[src/rtl/score_engine.sv]
// rtl/score_engine.sv - memory-game score engine: time/pair penalties, level bonus, optional high score
//
// Parameters: SCORE_W (points/best width), CARDS_W, PAIRS_W, SEC_W (input widths),
//             PENALTY (points per excess second or pair), MAX_PART (ceiling of each partial score).
// Ports:      clk, rst (synchronous, active-high)
//             start            level request to compute a score (must drop before the next run)
//             level            0 easy, 1 normal, 2 hard, 3 invalid
//             num_of_cards, discovered_pairs, seconds   game results, latched when start is accepted
//             busy             high from LOAD through DONE
//             done             one-cycle completion pulse
//             points           final score, held until the next completion
//             best, new_record best score since reset and record flag (valid with done)
// Macro:      SCORE_ENGINE_HIGH_SCORE_EN enables the best-score register and new_record;
//             without it best and new_record are constant 0.

module score_engine #(
    parameter int SCORE_W  = 14,
    parameter int CARDS_W  = 6,
    parameter int PAIRS_W  = 8,
    parameter int SEC_W    = 6,
    parameter int PENALTY  = 101,
    parameter int MAX_PART = 3333
) (
    input  logic               clk,
    input  logic               rst,
    input  logic               start,
    input  logic [1:0]         level,
    input  logic [CARDS_W-1:0] num_of_cards,
    input  logic [PAIRS_W-1:0] discovered_pairs,
    input  logic [SEC_W-1:0]   seconds,
    output logic               busy,
    output logic               done,
    output logic [SCORE_W-1:0] points,
    output logic [SCORE_W-1:0] best,
    output logic               new_record
);

    // Penalty steps beyond LIMIT cannot lower a partial score further, so the
    // step counters are clamped there and the penalty phases stay bounded.
    localparam int          LIMIT   = (MAX_PART + PENALTY - 1) / PENALTY;
    localparam int          CNT_W   = $clog2(LIMIT + 1);
    localparam logic [31:0] LIMIT_V = 32'(LIMIT);
    localparam logic [SCORE_W-1:0] MP  = SCORE_W'(MAX_PART);
    localparam logic [SCORE_W-1:0] PEN = SCORE_W'(PENALTY);

    typedef enum logic [2:0] {
        IDLE     = 3'd0,
        LOAD     = 3'd1,
        TIME_PEN = 3'd2,
        PAIR_PEN = 3'd3,
        SUM      = 3'd4,
        DONE     = 3'd5,
        WAIT     = 3'd6
    } state_t;

    state_t state, state_next;

    logic [1:0]         level_q;
    logic [CARDS_W-1:0] cards_q;
    logic [PAIRS_W-1:0] pairs_q;
    logic [SEC_W-1:0]   secs_q;
    logic [CNT_W-1:0]   cnt_t, cnt_p;
    logic [SCORE_W-1:0] acc_t, acc_p;

    logic [31:0]        grace, sec32, pairs32, half, ex_t, ex_p;
    logic [CNT_W-1:0]   cnt_t_init, cnt_p_init;
    logic [SCORE_W-1:0] bonus, time_score, pair_score, total;

    // Excess seconds/pairs from the latched game results, clamped to LIMIT.
    always_comb begin
        grace   = 32'd0;
        if (level_q == 2'd1) grace = 32'd5;
        if (level_q == 2'd2) grace = 32'd10;
        sec32   = 32'(secs_q);
        pairs32 = 32'(pairs_q);
        half    = 32'(cards_q) >> 1;
        ex_t    = (sec32 > grace)  ? sec32 - grace  : 32'd0;
        ex_p    = (pairs32 > half) ? pairs32 - half : 32'd0;
        cnt_t_init = (ex_t > LIMIT_V) ? LIMIT_V[CNT_W-1:0] : ex_t[CNT_W-1:0];
        cnt_p_init = (ex_p > LIMIT_V) ? LIMIT_V[CNT_W-1:0] : ex_p[CNT_W-1:0];
    end

    // Partial scores saturate at zero; an invalid level earns neither bonus nor time score.
    always_comb begin
        bonus      = '0;
        time_score = (acc_t >= MP) ? '0 : MP - acc_t;
        pair_score = (acc_p >= MP) ? '0 : MP - acc_p;
        case (level_q)
            2'd1:    bonus = SCORE_W'(1515);
            2'd2:    bonus = SCORE_W'(3333);
            2'd3:    time_score = '0;
            default: bonus = '0;
        endcase
        total = bonus + time_score + pair_score;
    end

    always_ff @(posedge clk) begin
        if (rst) state <= IDLE;
        else     state <= state_next;
    end

    always_comb begin
        state_next = state;
        case (state)
            IDLE:     if (start) state_next = LOAD;
            LOAD:     state_next = TIME_PEN;
            TIME_PEN: if (cnt_t <= CNT_W'(1)) state_next = PAIR_PEN;
            PAIR_PEN: if (cnt_p <= CNT_W'(1)) state_next = SUM;
            SUM:      state_next = DONE;
            DONE:     state_next = WAIT;
            WAIT:     if (!start) state_next = IDLE;
            default:  state_next = IDLE;
        endcase
    end

    always_ff @(posedge clk) begin
        if (rst) begin
            level_q <= '0;
            cards_q <= '0;
            pairs_q <= '0;
            secs_q  <= '0;
            cnt_t   <= '0;
            cnt_p   <= '0;
            acc_t   <= '0;
            acc_p   <= '0;
            points  <= '0;
        end else begin
            case (state)
                IDLE: if (start) begin
                    level_q <= level;
                    cards_q <= num_of_cards;
                    pairs_q <= discovered_pairs;
                    secs_q  <= seconds;
                end
                LOAD: begin
                    cnt_t <= cnt_t_init;
                    cnt_p <= cnt_p_init;
                    acc_t <= '0;
                    acc_p <= '0;
                end
                // A zero count still spends one cycle in the phase but adds nothing.
                TIME_PEN: if (cnt_t != '0) begin
                    acc_t <= acc_t + PEN;
                    cnt_t <= cnt_t - CNT_W'(1);
                end
                PAIR_PEN: if (cnt_p != '0) begin
                    acc_p <= acc_p + PEN;
                    cnt_p <= cnt_p - CNT_W'(1);
                end
                SUM:     points <= total;
                default: ;
            endcase
        end
    end

    assign busy = (state == LOAD) || (state == TIME_PEN) || (state == PAIR_PEN) ||
                  (state == SUM)  || (state == DONE);
    assign done = (state == DONE);

`ifdef SCORE_ENGINE_HIGH_SCORE_EN
    logic [SCORE_W-1:0] best_q;
    logic               record_q;

    // Updated on the SUM->DONE edge so best and new_record line up with done.
    // Strictly greater: a tie is not a record.
    always_ff @(posedge clk) begin
        if (rst) begin
            best_q   <= '0;
            record_q <= 1'b0;
        end else begin
            record_q <= 1'b0;
            if (state == SUM && total > best_q) begin
                best_q   <= total;
                record_q <= 1'b1;
            end
        end
    end

    assign best       = best_q;
    assign new_record = record_q;
`else
    assign best       = '0;
    assign new_record = 1'b0;
`endif

endmodule

[config.mk]
export PLATFORM = sky130hd
export DESIGN_NAME = score_engine
export DESIGN_NICKNAME = d
export VERILOG_FILES = /design/src/rtl/score_engine.sv
export SDC_FILE = /design/constraint.sdc
export NUM_CORES = 1
export LEC_CHECK = 0
export CORE_MARGIN = 2
export CORE_UTILIZATION = 30
export DETAILED_ROUTE_END_ITERATION = 7
export PLACE_DENSITY_LB_ADDON = 0.1
export SLEW_MARGIN = 20
export SYNTH_ARGS = -nofsm -noshare
export SYNTH_HDL_FRONTEND = slang
export SYNTH_SLANG_ARGS = --single-unit
[constraint.sdc]
create_clock -name clk -period 5.2 [get_ports clk]
set_input_delay 0.52 -clock clk [delete_from_list [all_inputs] [get_ports clk]]
set_output_delay 0.52 -clock clk [all_outputs]
set_load 0.01 [all_outputs]
* After elaboration in Yosys (flattened, before gate mapping)
Cells that the tools add are included.
** Cells by class
- Add/subtract/negate cells :: 10
- $lt $le $gt $ge :: 8
- Eq/ne operators :: 15
- Muxes and demuxes :: 23
- Reduce and logical (&&, ||, !) cells :: 13
** Operators with widths (count)
- 14-bit two-way mux :: 5
- 32-bit by 6-bit > comparator with 1-bit output, second input constant :: 2
- 32-bit two-way mux :: 2
- 14-bit one-hot mux with 2 select lines :: 2
- 6-bit by 32-bit > comparator with 1-bit output :: 1
- 6-bit by 32-bit subtractor with 32-bit output :: 1
- 14-bit adder :: 2
- 14-bit by 7-bit adder with 14-bit output, second input constant :: 2
- 14-bit by 12-bit >= comparator with 1-bit output, second input constant :: 2
- 12-bit by 14-bit subtractor with 14-bit output, first input constant :: 2
- 6-bit two-way mux :: 4
- 12-bit one-hot mux with 2 select lines :: 1
- 6-bit one-hot mux with 2 select lines :: 2
- 3-bit one-hot mux with 7 select lines :: 1
- 3-bit two-way mux :: 5
- 6-bit by 1-bit less-or-equal comparator with 1-bit output, second input constant :: 2
- 2-bit != test, second input constant :: 6
- 6-bit nonzero test :: 2
- 6-bit by 1-bit subtractor with 6-bit output, second input constant :: 2
- 3-bit equality test, second input constant :: 3
- 8-bit by 5-bit subtractor with 9-bit output :: 1
- 8-bit by 5-bit > comparator with 1-bit output :: 1
- 3-bit by 2-bit equality test with 1-bit output, second input constant :: 2
- 2-bit AND reduction :: 3
- 8 further kinds :: 13
** Storage, ports and cells
- Bits in registers :: 79
- Bits of input ports :: 25
- Word-level logic and storage cells :: 79

* Logic depth before layout (Yosys ltp)
- Depth after elaboration :: 8
- Gate-level depth with buffers :: 18

* Worst setup path after synthesis
OpenSTA, ideal clock, no wires.
- Kind :: register -> register
- From :: register acc_p[3]
- To :: register points[13]
- Setup time :: 0.138 ns
- Arrival time :: 4.180 ns
- Slack :: 0.882 ns
- Cell stages (with the launch flop) :: 19
- Path buffers :: 2
- Clock period less this slack :: 4.318 ns
- Cell sequence :: dfxtp_1 > buf_6 > or4_4 > o21ai_1 > o31a_2 > and2_2 > clkbuf_1 > nand2_1 > fa_1 > inv_1 > ha_1 > fa_1 > a211oi_1 > nor2_1 > o2111ai_1 > a311oi_1 > or4b_1 > o31ai_1 > a2111oi_2
** Between the ends
- Longest elaborated chain between the ends :: 3
** RTL lines
- start, declared :: RTL line 63 : logic [SCORE_W-1:0] acc_t, acc_p;
- start signal, assigned :: RTL line 147 : acc_p <= acc_p + PEN;
- 12-bit by 14-bit subtractor with 14-bit output / 14-bit by 12-bit >= comparator with 1-bit output (equally long branches) :: RTL line 87 : pair_score = (acc_p >= MP) ? '0 : MP - acc_p;
- 14-bit two-way mux * :: RTL line 87
- 14-bit adder * :: RTL line 94 : total = bonus + time_score + pair_score;
- end signal, assigned :: RTL line 150 : SUM: points <= total;
- end, declared :: RTL line 33 : output logic [SCORE_W-1:0] points,
Mark *: on every way between the ends. The rest lies on a longest branch, timed or not.
A chain may end at the register's enable or synchronous reset.

* Worst setup path in the final report
- From :: register level_q[0]
- To :: register points[13]
** Between the ends
- Longest elaborated chain between the ends :: 4
** RTL lines
- start, declared :: RTL line 58 : logic [1:0] level_q;
- start signal, assigned :: RTL line 130 : level_q <= level;
- 2-bit equality test / 2-bit by 1-bit equality test with 1-bit output (equally long branches) :: RTL line 88 : case (level_q)
- 12-bit one-hot mux with 2 select lines / 14-bit two-way mux (equally long branches) :: RTL line 88
- 14-bit adder * (2 in series) :: RTL line 94
Marks and branches as above.

==> metrics <==
status completed; Setup Skew 10.21 ps; WP data arrival 4830 ps; FILL cells 1921; largest net degree at the start of global routing 57; R2R depth 16; setup repair bufs after CTS 0; placed cell area 6135 sq um; post-synthesis compound-gate area fraction 20.04%; clock buffer depth 2; Post-DP HPWL 10740 um; Syn-to-layout area delta 14.46%; WHS Endpoint points[9]; design area 6467 sq um; Max VDD drop 0.1550 mV; Initial Util 30.41%; setup violators final 0; P per Cell Area 397.6 nW/um^2; crit path max-delay cell type fa_1; Main synth FF type dfxtp_1; Die W 141.2 um; Worst Hold Class reg2reg; CTS sink count 78; Synth Area in XOR/XNOR 8.060%; Reg2Reg Launch Point level_q[0]; antenna violations before repair 0; cell count after synthesis 726; Synth Area in Adders 13.91%; TritonCTS buffer count 9; family with the most delay on the worst path compound AO/OA/AOI/OAI gates; max-cap violations 0; mux share of post-synthesis cell area 0.5314%; cts repair resizes 0; fin nets 823; setup TNS 0 ps; Syn Std Cell Area 5650 sq um; Syn Area/Cell 7.783 sq um; gpl congestion 0.8147; Pins Over Slew Limit 0; Seq/Total Area, Yosys 27.64%; I/O pins 56; CP bufs+invs 1; worst endpoint required time 5410 ps; synth warn 0; CTS tree yes; Via Count 4845; n_diodes 0; clk slew on worst S/H paths 60 ps; FF+latch count, synth 78; Core Rows 50; input/output buffers 39; GR Util All Layers 14.50%; Final Cycle Share 88.92%; Crit path largest cell delay 560 ps; drt drc 0; hold path start points[9]; final hold viol count 0; Setup crit end kind flip-flop; WS Path Type reg2reg; core area 18580 sq um; Die H 141.2 um; Synth cell types 67; htree depth 3; Worst Hold Depth 2; Post-Route WL 13920 um; post-synthesis simple-gate area fraction 21.74%; largest family of logic cells by synthesized area simple AND/OR/NAND/NOR gates; drt initial violations 236; grt ovf 0; register-to-register setup slack 580 ps; EDFF count, synth 0; clk_lat worst skew 340 ps; Pleak 2.532 nW; global-route wire length before repair 23490 um; number of global-route vias before repair 4727; via-per-instance ratio 4.934; min Tclk post-route 4624 ps; die area 19950 sq um; root buf cell clkbuf_16; routed length per placed instance 14.18 um; worst r2r dst points[13]; hold_buf cts 0; Slew @ Worst Pin 920.4 ps; asr flop ratio synth 0%; RSZ-0062 raised after global routing no; relative slew slack 38.64%; kind of start point of the critical path flip-flop; CP max FO 6; antenna-violating nets left 0; worst-path cell chain ha_1 > or3_1 > a31oi_1 > o21a_1 > nand2_1 > fa_1 > inv_1 > ha_1 > fa_1 > a211oi_1 > nor2_1 > o2111ai_1 > a311oi_1 > or4b_1 > o31ai_1 > a2111oi_2; share of cells above drive strength 1 5.615%; first-pass detailed-route iteration total 4; Max Clock Freq 216.3 MHz
## flip-flops by register name (all words and copies together), names as in the netlist
name and flops:
acc_p 14, acc_t 14, cards_q 5, cnt_p 6, cnt_t 6, level_q 2
pairs_q 8, points 14, secs_q 6, state 3
## worst max-delay path by stage
| stage | start | endpoint | slack (ps) | cells past startpoint |
|---|---|---|---|---|
| 2_1_floorplan | acc_p[3] | points[13] | 880 | 18 |
| 5_1_grt | level_q[0] | points[13] | 300 | 16 |
| 3_5_place_dp | level_q[0] | points[13] | 600 | 16 |
| 3_3_place_gp | acc_p[3] | points[13] | 720 | 16 |
| 6_report | level_q[0] | points[13] | 580 | 16 |
| 4_1_cts | level_q[0] | points[13] | 570 | 16 |
## layout by cell type, fill, tap and decap left out, drive strengths merged, types with 6 or more instances in the layout
cell type	instances
clkbuf	12
o21a	8
xnor2	24
dfxtp	78
o21ai	33
nand2	95
clkdlybuf4s50	38
nor2	83
or3	8
a31oi	8
nor3	19
nand2b	6
a211oi	13
fa	13
conb	17
ha	42
xor2	28
nand3	14
inv	46
a21oi	68
nand4	6
## metal layers
layer,vias up,track usage (%),routed length (um)
li1,2489,-,-
met1,2282,18.89,6805
met2,65,24.73,6630
met3,9,2.717,359
met4,0,3.632,129
met5,-,0,0
## cells in the mapped netlist (all sizes together), types with 4 or more instances
cell type | n | area (sq um)
inv | 45 | 168.9
fa | 13 | 260.3
clkbuf | 29 | 108.9
o21ai | 33 | 168.9
nor3 | 19 | 95.09
nor3b | 4 | 30.03
o31ai | 5 | 37.54
nand2 | 95 | 356.6
xnor2 | 24 | 210.2
nor2b | 4 | 25.02
ha | 42 | 525.5
and3 | 5 | 32.53
nor4 | 4 | 25.02
o211ai | 5 | 37.54
buf | 24 | 175.2
o21a | 8 | 60.06
or2 | 5 | 31.28
nand4 | 6 | 43.79
dfxtp | 78 | 1562
or3 | 8 | 56.31
a21o | 5 | 37.54
a31oi | 8 | 50.05
nor2 | 83 | 311.6
nand2b | 6 | 37.54
xor2 | 28 | 245.2
nand3 | 14 | 70.07
a21oi | 68 | 344.1
a211oi | 13 | 115.1
## area by class of cell
class,instances,area [sq um],share of cell area (%)
flip-flops and latches,78,1562,24.14
clock inverters,4,76.32,1.180
well taps,234,292.8,4.527
inverters,45,168.9,2.612
multi-input cells,566,3696,57.15
clock buffers,12,256.5,3.966
repair buffers,43,415.4,6.423
## worst min-delay path, delay by kind of cell, from the launching register on
family	cells	cell delay [ps]
AOI/OAI and AO/OA	1	50
and+or+nand+nor	1	50
DFF	1	310
## power by group
part / internal [mW] / total, mW / switching [mW]
Clock: 0.449 / 0.712 / 0.263
Sequential: 0.662 / 0.752 / 0.0900
Combinational: 0.471 / 1.11 / 0.637
## through the flow
stage	util (%)	power, mW	hold WS (ps)	instances	setup WS (ps)
after floorplan	-	1.614	436.3	742	881.7
after global placement	33.02	1.869	447.3	966	722.3
after detailed placement	33.02	1.870	448.0	966	596.1
after CTS	34.81	2.602	456.9	982	566.9
after global routing	34.81	2.795	476.6	982	303.8
final	34.81	2.572	455.9	982	576.2
## kinds of logic after synthesis
group / after synthesis
AO/OA/AOI/OAI: 173
multiplexers: 3
adder cells (fa/ha/maj): 55
buffers and inverters: 98
AND/OR/NAND/NOR: 266
XOR/XNOR: 52
flip-flops: 78
other: 1
(Power assumes the default switching activity.)
